File: config.mk
export PLATFORM = sky130hd
export DESIGN_NAME = spi_flash_stream_reader
export DESIGN_NICKNAME = d
export VERILOG_FILES = /design/src/rtl/spi_flash_stream_reader.sv
export SDC_FILE = /design/constraint.sdc
export NUM_CORES = 1
export LEC_CHECK = 0
export CORE_MARGIN = 5
export CORE_UTILIZATION = 49
export DETAILED_ROUTE_END_ITERATION = 12
export PLACE_DENSITY = 0.73
export SYNTH_ARGS = -nofsm -noshare
export SYNTH_HDL_FRONTEND = slang
export SYNTH_SLANG_ARGS = --single-unit
File: constraint.sdc
create_clock -name clk -period 3.15 [get_ports clk]
set_clock_uncertainty 0.1 [all_clocks]
set_input_delay 0.63 -clock clk [delete_from_list [all_inputs] [get_ports clk]]
set_output_delay 0.63 -clock clk [all_outputs]
set_load 0.05 [all_outputs]
File: src/rtl/spi_flash_stream_reader.sv
// SPI flash read engine: one start runs CMD, 24-bit ADDR, optional DUMMY, then streams len bytes.
// Define QUAD_READ_EN for Quad Fast Read (0x6B, nibble-wide data); otherwise plain Read (0x03) on io[1].
module spi_flash_stream_reader #(
  parameter int LEN_W        = 8,
  parameter int DUMMY_CYCLES = 8,
  parameter int GAP_CYCLES   = 2
) (
  input  logic             clk,
  input  logic             reset,
  input  logic             start,
  input  logic [23:0]      addr,
  input  logic [LEN_W-1:0] len,
  input  logic             abort,
  output logic             busy,
  output logic [7:0]       data_out,
  output logic             data_valid,
  output logic             spi_cs,
  output logic             spi_sclk,
  input  logic [3:0]       spi_in,
  output logic             spi_out0,
  output logic             spi_dir0
);

`ifdef QUAD_READ_EN
  localparam logic [7:0] READ_CMD = 8'h6B;
  localparam logic       QUAD     = 1'b1;
  localparam int         RX_W     = 4;
`else
  localparam logic [7:0] READ_CMD = 8'h03;
  localparam logic       QUAD     = 1'b0;
  localparam int         RX_W     = 7;
`endif

  localparam logic [7:0] BYTE_LAST  = QUAD ? 8'd1 : 8'd7;
  localparam logic [7:0] DUMMY_LAST = (DUMMY_CYCLES > 0) ? 8'(DUMMY_CYCLES - 1) : 8'd0;
  localparam logic [7:0] GAP_LAST   = (GAP_CYCLES > 0) ? 8'(GAP_CYCLES - 1) : 8'd0;
  localparam logic       HAS_DUMMY  = QUAD && (DUMMY_CYCLES > 0);

  typedef enum logic [2:0] {
    S_IDLE,
    S_CMD,
    S_ADDR,
    S_DUMMY,
    S_DATA,
    S_GAP
  } state_t;

  state_t            state_q, state_d;
  logic [7:0]        cnt_q, cnt_d;
  logic [30:0]       tx_sh_q, tx_sh_d;
  logic [RX_W-1:0]   rx_sh_q, rx_sh_d;
  logic [LEN_W-1:0]  len_q, len_d;
  logic              busy_q, busy_d;
  logic              cs_q, cs_d;
  logic              sclk_q, sclk_d;
  logic              out0_q, out0_d;
  logic              dir0_q, dir0_d;
  logic [7:0]        data_out_q, data_out_d;
  logic              data_valid_q, data_valid_d;
  logic [7:0]        rx_next;

`ifdef QUAD_READ_EN
  assign rx_next = {rx_sh_q, spi_in};
`else
  logic unused_spi_in;
  assign unused_spi_in = &{1'b0, spi_in[3:2], spi_in[0]};
  assign rx_next       = {rx_sh_q, spi_in[1]};
`endif

  always_comb begin
    state_d      = state_q;
    cnt_d        = cnt_q;
    tx_sh_d      = tx_sh_q;
    rx_sh_d      = rx_sh_q;
    len_d        = len_q;
    busy_d       = busy_q;
    cs_d         = cs_q;
    sclk_d       = sclk_q;
    out0_d       = out0_q;
    dir0_d       = dir0_q;
    data_out_d   = data_out_q;
    data_valid_d = 1'b0;

    case (state_q)
      S_IDLE: begin
        busy_d = 1'b0;
        cs_d   = 1'b0;
        sclk_d = 1'b0;
        out0_d = 1'b0;
        dir0_d = 1'b0;
        if (start && (len != '0)) begin
          state_d = S_CMD;
          busy_d  = 1'b1;
          cs_d    = 1'b1;
          out0_d  = READ_CMD[7];
          tx_sh_d = {READ_CMD[6:0], addr};
          len_d   = len;
          cnt_d   = 8'd0;
        end
      end

      S_CMD, S_ADDR: begin
        sclk_d = ~sclk_q;
        // MOSI advances only when a high phase ends, so it is stable while SCLK is high
        if (sclk_q) begin
          out0_d  = tx_sh_q[30];
          tx_sh_d = {tx_sh_q[29:0], 1'b0};
          cnt_d   = cnt_q + 8'd1;
          if (state_q == S_CMD && cnt_q == 8'd7) begin
            state_d = S_ADDR;
            cnt_d   = 8'd0;
          end else if (state_q == S_ADDR && cnt_q == 8'd23) begin
            state_d = HAS_DUMMY ? S_DUMMY : S_DATA;
            cnt_d   = 8'd0;
            dir0_d  = QUAD;
          end
        end
      end

      S_DUMMY: begin
        sclk_d = ~sclk_q;
        if (sclk_q) begin
          cnt_d = cnt_q + 8'd1;
          if (cnt_q == DUMMY_LAST) begin
            state_d = S_DATA;
            cnt_d   = 8'd0;
          end
        end
      end

      S_DATA: begin
        sclk_d = ~sclk_q;
        if (sclk_q) begin
          rx_sh_d = rx_next[RX_W-1:0];
          cnt_d   = cnt_q + 8'd1;
          if (cnt_q == BYTE_LAST) begin
            cnt_d        = 8'd0;
            data_out_d   = rx_next;
            data_valid_d = 1'b1;
            len_d        = len_q - LEN_W'(1);
            if (len_q == LEN_W'(1)) begin
              state_d = S_GAP;
              cs_d    = 1'b0;
              sclk_d  = 1'b0;
              out0_d  = 1'b0;
              dir0_d  = 1'b0;
            end
          end
        end
      end

      S_GAP: begin
        cs_d   = 1'b0;
        sclk_d = 1'b0;
        out0_d = 1'b0;
        dir0_d = 1'b0;
        cnt_d  = cnt_q + 8'd1;
        if (cnt_q >= GAP_LAST) begin
          state_d = S_IDLE;
          busy_d  = 1'b0;
          cnt_d   = 8'd0;
        end
      end

      default: begin
        state_d = S_IDLE;
        busy_d  = 1'b0;
        cs_d    = 1'b0;
        sclk_d  = 1'b0;
        out0_d  = 1'b0;
        dir0_d  = 1'b0;
      end
    endcase

    // Abort overrides the next state but keeps a byte that completes this cycle
    if (abort && state_q != S_IDLE && state_q != S_GAP) begin
      state_d = S_GAP;
      cs_d    = 1'b0;
      sclk_d  = 1'b0;
      out0_d  = 1'b0;
      dir0_d  = 1'b0;
      cnt_d   = 8'd0;
    end
  end

  always_ff @(posedge clk or posedge reset) begin
    if (reset) begin
      state_q      <= S_IDLE;
      cnt_q        <= 8'd0;
      tx_sh_q      <= '0;
      rx_sh_q      <= '0;
      len_q        <= '0;
      busy_q       <= 1'b0;
      cs_q         <= 1'b0;
      sclk_q       <= 1'b0;
      out0_q       <= 1'b0;
      dir0_q       <= 1'b0;
      data_out_q   <= 8'd0;
      data_valid_q <= 1'b0;
    end else begin
      state_q      <= state_d;
      cnt_q        <= cnt_d;
      tx_sh_q      <= tx_sh_d;
      rx_sh_q      <= rx_sh_d;
      len_q        <= len_d;
      busy_q       <= busy_d;
      cs_q         <= cs_d;
      sclk_q       <= sclk_d;
      out0_q       <= out0_d;
      dir0_q       <= dir0_d;
      data_out_q   <= data_out_d;
      data_valid_q <= data_valid_d;
    end
  end

  assign busy       = busy_q;
  assign data_out   = data_out_q;
  assign data_valid = data_valid_q;
  assign spi_cs     = cs_q;
  assign spi_sclk   = sclk_q;
  assign spi_out0   = out0_q;
  assign spi_dir0   = dir0_q;

endmodule

==> out/results.txt <==
Reg2reg start -> cnt_q[1]
Final hold viol count -> 0
Power per Cell Area -> 865 nW/um2
Maximum Capacitance Violations -> 0
Warnings, synthesis -> 0
Top FF cell, synth -> dfrtp_1
Area delta synth->final -> 22.0%
GRT Overall Usage -> 17.8%
Die ar. -> 9490 um2
Final global-route overflow total -> 0
Routed WL -> 7970 um
Net Count, Synth -> 445
CTS tree -> built
Synthesized instance count -> 400
Final Core Density -> 62.3%
Min Tclk post-route -> 2.55 ns
Netlist Area Pre-Place -> 3740 um2
CTS H-Tree Depth -> 3
Unique masters post-synth -> 60
Post-CTS Setup Bufs -> 0
Nature of the critical path startpoint -> input port
Pre-CTS WS -> 0.283 ns
Crit-path max FO -> 4
Pin count of the biggest net entering global routing -> 63
Worst-path clk slew -> 0.08 ns
Final hold slack -> 0.356 ns
GP Congestion -> 0.852
Antenna diodes -> 0
Fmax achieved -> 392 MHz
Routed Antenna Nets -> 0
Cts hold-fix bufs -> 0
Async SR Flop Fraction -> 100%
Vias per cell -> 5.60
Top cell type's share of synthesized area -> 46.8%
Cell area after layout -> 4570 um2
CTS buffer count -> 9
Required @ worst endpoint -> 3.26 ns
Initial Utilization -> 51.1%
Layout cells sized above 1 -> 10.7%
R2R depth -> 7
Clock Latency Late Sink -> 0.34 ns
Final setup TNS -> 0 ns
DRC -> 0
Static leakage -> 1.99 nW
Yosys top cell by area -> dfrtp_1
Initial DRC count -> 156
Clock buffer depth -> 2
Status -> complete, no violations
Top post-synthesis cells by area -> dfrtp_1 (47%), nand2_1 (7.2%), mux2i_1 (6.4%), o21ai_1 (3.3%), o21ai_0 (2.9%)
Setup-failing EPs final -> 0
CP arrival -> 2.66 ns
DR vias -> 3075
Mean Syn Cell Area -> 9.36 um2
Pre-antenna DRT Iters -> 5
Final HPWL DP -> 5570 um
Width of the die -> 97.4 um
#FFs+latches synth -> 70
Port bufs -> 49
Wire per inst -> 14.5 um
Setup WS post-layout -> 0.597 ns
Worst setup EP type -> flip-flop
CP Class -> input port to flip-flop
Placed instance area -> 4350 um2
First-pass GRT wire length -> 14200 um
Final nets -> 490
Initial antenna violation count -> 0
Hold_sp -> rx_sh_q[6]
Worst Hold Depth -> 2
Sequential share of the synthesized area -> 46.8%
Hold Crit Class -> flip-flop to flip-flop
Max rail drop VDD -> 0.500 mV
Row count -> 31
Sink Count -> 70
Root cell of the clock tree -> clkbuf_8
Slew @ Worst Pin -> 0.667 ns
Final critical-path share of the clock period -> 81.0%
Top Ports -> 54
Vias in the first global route -> 3108
RSZ-0062 raised after global routing -> no
Core Area -> 7330 um2
Die Y -> 97.4 um
Slew Limit Headroom -> 55.5%
Crit path from -> len[5]
Slew Limit Fails -> 0
EDFF count, synth -> 0
Cts repair resizes -> 0
logic make-up after synthesis:
group / after synthesis / share of synthesized area [%]
and+or+nand+nor: 151 / 20.0
AOI/OAI and AO/OA: 97 / 16.7
DFF: 70 / 46.8
buffers and inverters: 42 / 5.41
muxes: 31 / 8.52
adders and majority gates: 6 / 1.94
xor gates and xnor gates: 2 / 0.468
other: 1 / 0.100
cells in the mapped netlist, types with 7 or more instances:
| cell type | instances |
|---|---|
| a21oi_1 | 11 |
| buf_2 | 8 |
| clkbuf_1 | 14 |
| dfrtp_1 | 70 |
| inv_1 | 15 |
| mux2_2 | 7 |
| mux2i_1 | 24 |
| nand2_1 | 72 |
| nor2_1 | 18 |
| nor3_1 | 13 |
| nor4_1 | 7 |
| o21ai_0 | 22 |
| o21ai_1 | 25 |
routing by layer:
metal | up-vias | part of all wire [%] | global-route usage [%]
li1 | 1514 | - | -
met1 | 1466 | 46 | 24.0
met2 | 79 | 47 | 28.2
met3 | 16 | 4.8 | 4.02
met4 | 0 | 1.9 | 6.39
met5 | - | 0 | 0
cell type report:
type / count / area [um2]
Clock buffer: 10 / 138
Clock inverter: 6 / 83.8
Fill cell: 599 / 2760
Inverter: 16 / 72.6
Multi-Input combinational cell: 288 / 1800
Sequential cell: 70 / 1750
Tap cell: 99 / 124
Timing Repair Buffer: 60 / 598
report_power, final:
group	internal, mW	switching, mW
Combinational	0.736	1.00
Clock	0.466	0.337
Sequential	1.20	0.208
through the flow:
stage | instances | power [mW]
3_3_place_gp | 533 | 3.10
4_1_cts | 549 | 3.98
2_1_floorplan | 400 | 2.75
6_report | 549 | 3.95
3_5_place_dp | 533 | 3.16
5_1_grt | 549 | 4.28
cell usage in the layout (no fill, tap or decap), drive strengths merged, types with 2 or more instances in the layout:
master          n
a22oi           2
clkinv          4
nand2          73
bufinv          2
o22ai           7
a2111oi         5
or3             5
buf            11
and2            3
a21oi          13
and3            2
ha              5
nor2b           2
clkdlybuf4s50  49
o21ai          47
nor4            8
a211oi          7
nand3b          5
a211o           2
nand4           2
o31ai           3
inv            16
nand2b          4
nand3           5
dfrtp          70
o2bb2ai         2
mux2            7
o211ai          2
mux2i          24
or4             4
nor3           13
nor4b           3
clkbuf         10
nor2           19
critical path, stage by stage:
cell,delay (ns)
clkdlybuf4s50_1,0.43
nor4_1,0.48
a21oi_1,0.33
nor2_1,0.29
nor4_1,0.09
or4_1,0.41
worst paths after layout:
kind	endpoint	slack, ns
setup / recovery	state_q[0]	0.60
hold / removal	data_out[7]	0.36
setup reg to reg	state_q[0]	0.71
hold reg to reg	data_out[7]	0.36
max in group asynchronous	len_q[3]	1.74
min in group asynchronous	data_out[4]	0.57
state kept, by name, indices dropped and copies added, names as in the netlist:
| signal | cells |
|---|---|
| data_valid | 1 |
| busy | 1 |
| rx_sh_q | 7 |
| spi_sclk | 1 |
| cnt_q | 8 |
| tx_sh_q | 31 |
| state_q | 3 |
| spi_cs | 1 |
| data_out | 8 |
| spi_out0 | 1 |
| len_q | 8 |
No activity file was read; power rests on OpenSTA's default activity.
==> patch 1: new RTL, same settings <==
The parameter `LEN_W` goes from 8 to 4.
--- a/src/rtl/spi_flash_stream_reader.sv
+++ b/src/rtl/spi_flash_stream_reader.sv
@@ -1,7 +1,7 @@
 // SPI flash read engine: one start runs CMD, 24-bit ADDR, optional DUMMY, then streams len bytes.
 // Define QUAD_READ_EN for Quad Fast Read (0x6B, nibble-wide data); otherwise plain Read (0x03) on io[1].
 module spi_flash_stream_reader #(
-  parameter int LEN_W        = 8,
+  parameter int LEN_W        = 4,
   parameter int DUMMY_CYCLES = 8,
   parameter int GAP_CYCLES   = 2
 ) (
Interface: changed (resized len); port bits go from 54 to 50. No check against the original RTL was run, so the function may have changed too.
==> patch 1 against the original RTL <==
  * Area after synthesis fell by 8.8%
  * Sequential cell count is 4 lower
  * Cell area down 7.9%
  * Worst setup slack worse by 73 ps
  * Global-route usage increased by 0.43 points
  * Routed wire length decreased by 6.5%
  * Power down 6.1%
  * Combinational power down 14%
  * First-iteration DRC count grew 7.7%
  * Largest power group unchanged
==> patch 1: results (changes against the original RTL) <==
- Hold Path Sink: tx_sh_q[30]$_DFFE_PP0P_
- End point of the critical path: state_q[1]$_DFFE_PP0P_
- I/O Buffers: 45 (-8.2%)
- Largest net degree at the start of global routing: 67 (+6.3%)
- Synth cell types: 57 (-5.0%)
- Met3 usage: 0.0644 (+0.0242)
- Switching share of power: 0.388 (-0.00363)
- CTS resizes: 0 (unchanged)
- Largest cells by area after synthesis: dfrtp_1, nand2_1, a31oi_1
- Worst-path maximum fanout: 7 (+3)
- Worst Setup Slack post-DPL: 260 ps (-23.4 ps)
- Reg power frac: 0.359 (+0.002)
- Total track usage: 0.183 (+0.00433)
- Syn nets: 413 (-7.2%)
- Worst IR drop on VDD: 0.416 mV (-17%)
- Crit path launch: cnt_q[5]$_DFFE_PP0P_
- Hold path start: tx_sh_q[29]$_DFFE_PP0P_
- GRT met2 Usage: 0.286 (+0.00446)
- Global-route wire length before repair: 12.8 mm (-9.9%)
- Status: completed
- Smallest setup slack after layout: 525 ps (-72.6 ps)
- Commonest cells in the netlist: dfrtp_1, nand2_1, nor2_1
- Worst R2R Path Depth: 5 (-2)
- Worst-skew pair later-pin latency: 350 ps
- Post-CTS setup repair buffer count: 0 (unchanged)
- Comb power: 1.49 mW (-14%)
- Placer Congestion: 0.917 (+7.6%)
- Vias per cell: 5.44 (-2.8%)
- Iteration-0 DRC Markers: 168 (+7.7%)
- Vias in the first global route: 2,700 (-13%)
- Hold depth: 2 (unchanged)
- Final #Nets: 454 (-7.3%)
- GRT met1 Usage: 0.240 (-0.000453)
- Post-synthesis sequential area ratio: 0.483 (+0.0156)
- Ys async rst share: 1.00 (unchanged)
- CTS Buffer Depth: 2 (unchanged)
- Slew headroom: 0.373 (-0.182)
- P_leak: 1.83 nW (-8.1%)
- Number of detailed-route iterations in the first pass: 4 (-1)
==> patch 1: cell types whose count changed after synthesis, sizes merged, moves of 5 or more <==
cell	unedited run	this run
a31oi	1	29
inv	15	21
mux2	7	16
mux2i	24	1
nand2	73	65
nand3	5	13
nor2	19	36
nor3	13	5
nor3b	0	5
nor4	8	0
o21ai	47	20
==> patch 1: per-layer routing <==
layer | part of all wire | routed length [microns]
met3 | 0.057 | 428
met5 | 0 | 0
met2 | 0.47 | 3480
met4 | 0.010 | 76
met1 | 0.46 | 3470
==> patch 1: area by class of cell <==
cell class,count,area [sq um]
Inverter,21,78.8
Clock inverter,6,113
Sequential cell,66,1650
Clock buffer,10,138
Timing Repair Buffer,55,538
Multi-Input combinational cell,260,1570
Tap cell,96,120
Fill cell,590,2590
==> patch 1: through the flow <==
step | std cells | util | power [mW] | area (sq um) | hold WS, ps
5_1_grt | 514 | 0.619 | 4.00 | 4210 | 432
3_5_place_dp | 498 | 0.582 | 2.84 | 3960 | 391
2_1_floorplan | 372 | - | 2.50 | 3420 | 369
4_1_cts | 514 | 0.619 | 3.75 | 4210 | 410
6_report | 514 | 0.619 | 3.71 | 4210 | 408
3_3_place_gp | 498 | 0.582 | 2.77 | 3960 | 380
==> patch 1: cell families after synthesis <==
group / Yosys count / synth area share
fa+ha+maj: 5 / 0.0183
flops: 66 / 0.483
mux: 17 / 0.0568
simple gates: 151 / 0.217
xor+xnor: 1 / 0.00256
other cells: 1 / 0.00110
buf+inv: 46 / 0.0597
compound gates: 85 / 0.161
==> patch 1: critical path, cell delays in order, from the launching register on <==
cell	delay [ps]
dfrtp_1	450
or4_1	700
or4_4	650
o311ai_2	120
or3_4	200
mux2_4	290
==> patch 2: new RTL, same settings <==
Without the edit above. `tx_sh_q`, `rx_sh_q` and `data_out_q` no longer have a reset.
--- a/src/rtl/spi_flash_stream_reader.sv
+++ b/src/rtl/spi_flash_stream_reader.sv
@@ -187,30 +187,30 @@
     if (reset) begin
       state_q      <= S_IDLE;
       cnt_q        <= 8'd0;
-      tx_sh_q      <= '0;
-      rx_sh_q      <= '0;
       len_q        <= '0;
       busy_q       <= 1'b0;
       cs_q         <= 1'b0;
       sclk_q       <= 1'b0;
       out0_q       <= 1'b0;
       dir0_q       <= 1'b0;
-      data_out_q   <= 8'd0;
       data_valid_q <= 1'b0;
     end else begin
       state_q      <= state_d;
       cnt_q        <= cnt_d;
-      tx_sh_q      <= tx_sh_d;
-      rx_sh_q      <= rx_sh_d;
       len_q        <= len_d;
       busy_q       <= busy_d;
       cs_q         <= cs_d;
       sclk_q       <= sclk_d;
       out0_q       <= out0_d;
       dir0_q       <= dir0_d;
-      data_out_q   <= data_out_d;
       data_valid_q <= data_valid_d;
     end
+  end
+
+  always_ff @(posedge clk) begin
+    tx_sh_q    <= tx_sh_d;
+    rx_sh_q    <= rx_sh_d;
+    data_out_q <= data_out_d;
   end
 
   assign busy       = busy_q;
Behaviour: no difference found for any inputs over 10 cycles, from zero or initial values and one cycle with reset high; that may be too few to reach the edited logic, so the function may still have changed.
==> patch 2 against the original RTL <==
  * Core utilization up 0.76 points
  * Power down 5.8%
  * Count of clock-buffer cells in the layout unchanged
  * Area after synthesis down 8.2%
  * Clock power up 8.6%
  * Routed wire length down 15%
  * Cell area down 5.7%
  * Hold slack worse by 18 ps
  * Sequential cell count unchanged
  * Worst setup slack worse by 38 ps
  * Critical path type is now reg2reg
==> patch 2: results (changes against the original RTL) <==
- Status: completed
- Root Driver: clkbuf_8
- Hpwl dp: 4.75 mm (-15%)
- Worst R2R Path Depth: 5 (-2)
- CP Launch Type: flip-flop
- Number of detailed-route iterations in the first pass: 4 (-1)
- YS warnings: 0 (unchanged)
- Fillcell total: 562 (-6.2%)
- Worst-path maximum fanout: 22 (+18)
- Post-CTS setup repair buffer count: 0 (unchanged)
- Antenna fix cells: 0 (unchanged)
- Post-synthesis sequential area ratio: 0.576 (+0.108)
- P_leak: 1.65 nW (-17%)
- CP endpoint kind: flip-flop
- Synth cell types: 62 (+3.3%)
- Fin crit period: 2590 ps (+37.9 ps)
- Largest cells by area after synthesis: edfxtp_1, dfrtp_1, mux2_2
- I/O Buffers: 49 (unchanged)
- Ys async rst share: 0.343 (-0.657)
- CTS resizes: 0 (unchanged)
- Global-route wire length before repair: 11.4 mm (-20%)
- Reg2reg setup slack: 560 ps (-150 ps)
- Clk slew on worst S/H paths: 70 ps
- Vias in the first global route: 2,371 (-24%)
- Reg with most FFs: tx_sh_q
- Largest net degree at the start of global routing: 32 (-49%)
- Vias per cell: 5.51 (-1.6%)
- Worst-skew pair later-pin latency: 340 ps (about the same)
- Worst Setup Slack post-DPL: 381 ps (+97.4 ps)
- Commonest cells in the netlist: edfxtp_1, mux2_2, dfrtp_1
- Syn nets: 327 (-27%)
- Number of antenna violations at the first check in global routing: 0 (unchanged)
- H-Tree Depth: 3 (unchanged)
- Iteration-0 DRC Markers: 220 (+41%)
- Worst IR drop on VDD: 0.444 mV (-11%)
- Hold_buf cts: 0 (unchanged)
- Layout cells sized above 1: 0.189 (+0.0823)
- Critical path arrival: 2770 ps (+110 ps)
- Reg-to-Reg End: cnt_q[0]$_DFFE_PP0P_
- Max reg flops: 31 (unchanged)
- Final TNS setup: 0 ps (unchanged)
- TritonCTS buffer count: 9 (unchanged)
- Total track usage: 0.165 (-0.0129)
- Min-Delay Path Class: reg2reg
- Crit path launch: state_q[0]$_DFFE_PP0P_
- CTS Buffer Depth: 2 (unchanged)
- Routed WL: 6.80 mm (-15%)
- Worst-Margin Slew: 796 ps (+129 ps)
- EDFF count, synth: 46 (+46)
- Top FF cell, synth: edfxtp_1
- Final #Nets: 384 (-22%)
- Placer Congestion: 0.849 (-0.28%)
==> patch 2: cell types whose count changed after synthesis, sizes merged, moves of 19 or more <==
cell / before / now
dfrtp: 70 / 24
edfxtp: 0 / 46
mux2: 7 / 26
mux2i: 24 / 1
nand2: 73 / 12
o21ai: 47 / 17
==> patch 2: area by class of cell <==
class | instances | area share
clock buffers | 10 | 0.0296
clock inverters | 6 | 0.0253
inverters | 10 | 0.00871
multi-input cells | 188 | 0.313
flip-flops and latches | 70 | 0.460
well taps | 96 | 0.0279
repair buffers | 60 | 0.136
==> patch 2: worst min path at each step <==
stage,cells after the start,start,to,slack [ps]
finish,0,rx_sh_q[6]$_DFFE_PP_,data_out[7]$_DFFE_PP_,340
global route,0,rx_sh_q[6]$_DFFE_PP_,data_out[7]$_DFFE_PP_,350
CTS,0,rx_sh_q[6]$_DFFE_PP_,data_out[7]$_DFFE_PP_,340
detailed placement,0,rx_sh_q[6]$_DFFE_PP_,data_out[7]$_DFFE_PP_,320
global placement,0,rx_sh_q[6]$_DFFE_PP_,data_out[7]$_DFFE_PP_,310
floorplan,0,rx_sh_q[6]$_DFFE_PP_,data_out[7]$_DFFE_PP_,300
==> patch 2: stage by stage <==
step           area (sq um)  power [mW]  hold WS [ps]  utilization  cells
2_1_floorplan          3440        2.50           300            -    282
3_3_place_gp           4070        2.83           308        0.596    424
3_5_place_dp           4070        2.87           322        0.596    424
5_1_grt                4310        3.95           349        0.631    440
4_1_cts                4310        3.75           339        0.631    440
6_report               4310        3.72           338        0.631    440
==> patch 2: power breakdown <==
group          switching [mW]  internal [mW]
combinational           0.747          0.621
clock                   0.345          0.527
sequential              0.169           1.31
==> patch 2: cell families after synthesis <==
group / Yosys count / share of synthesized area
AOI/OAI and AO/OA: 70 / 0.141
xor gates and xnor gates: 3 / 0.00764
adders and majority gates: 5 / 0.0182
buffers and inverters: 24 / 0.0331
DFF: 70 / 0.576
muxes: 27 / 0.0880
other: 1 / 0.00109
and+or+nand+nor: 82 / 0.135
==> patch 2: per-layer routing <==
| metal | up-vias | GRT usage | wire (microns) |
|---|---|---|---|
| li1 | 1189 | - | - |
| met1 | 1171 | 0.229 | 3150 |
| met2 | 56 | 0.259 | 3260 |
| met3 | 10 | 0.0304 | 289 |
| met4 | 0 | 0.0626 | 104 |
| met5 | - | 0 | 0 |
==> patch 2: worst max-delay path, cell delays in order, from the launching register on <==
cell and delay (ps):
dfrtp_1 580, or3b_2 740, a221oi_1 380, a211oi_1 160
nor3_4 360, mux2_2 210
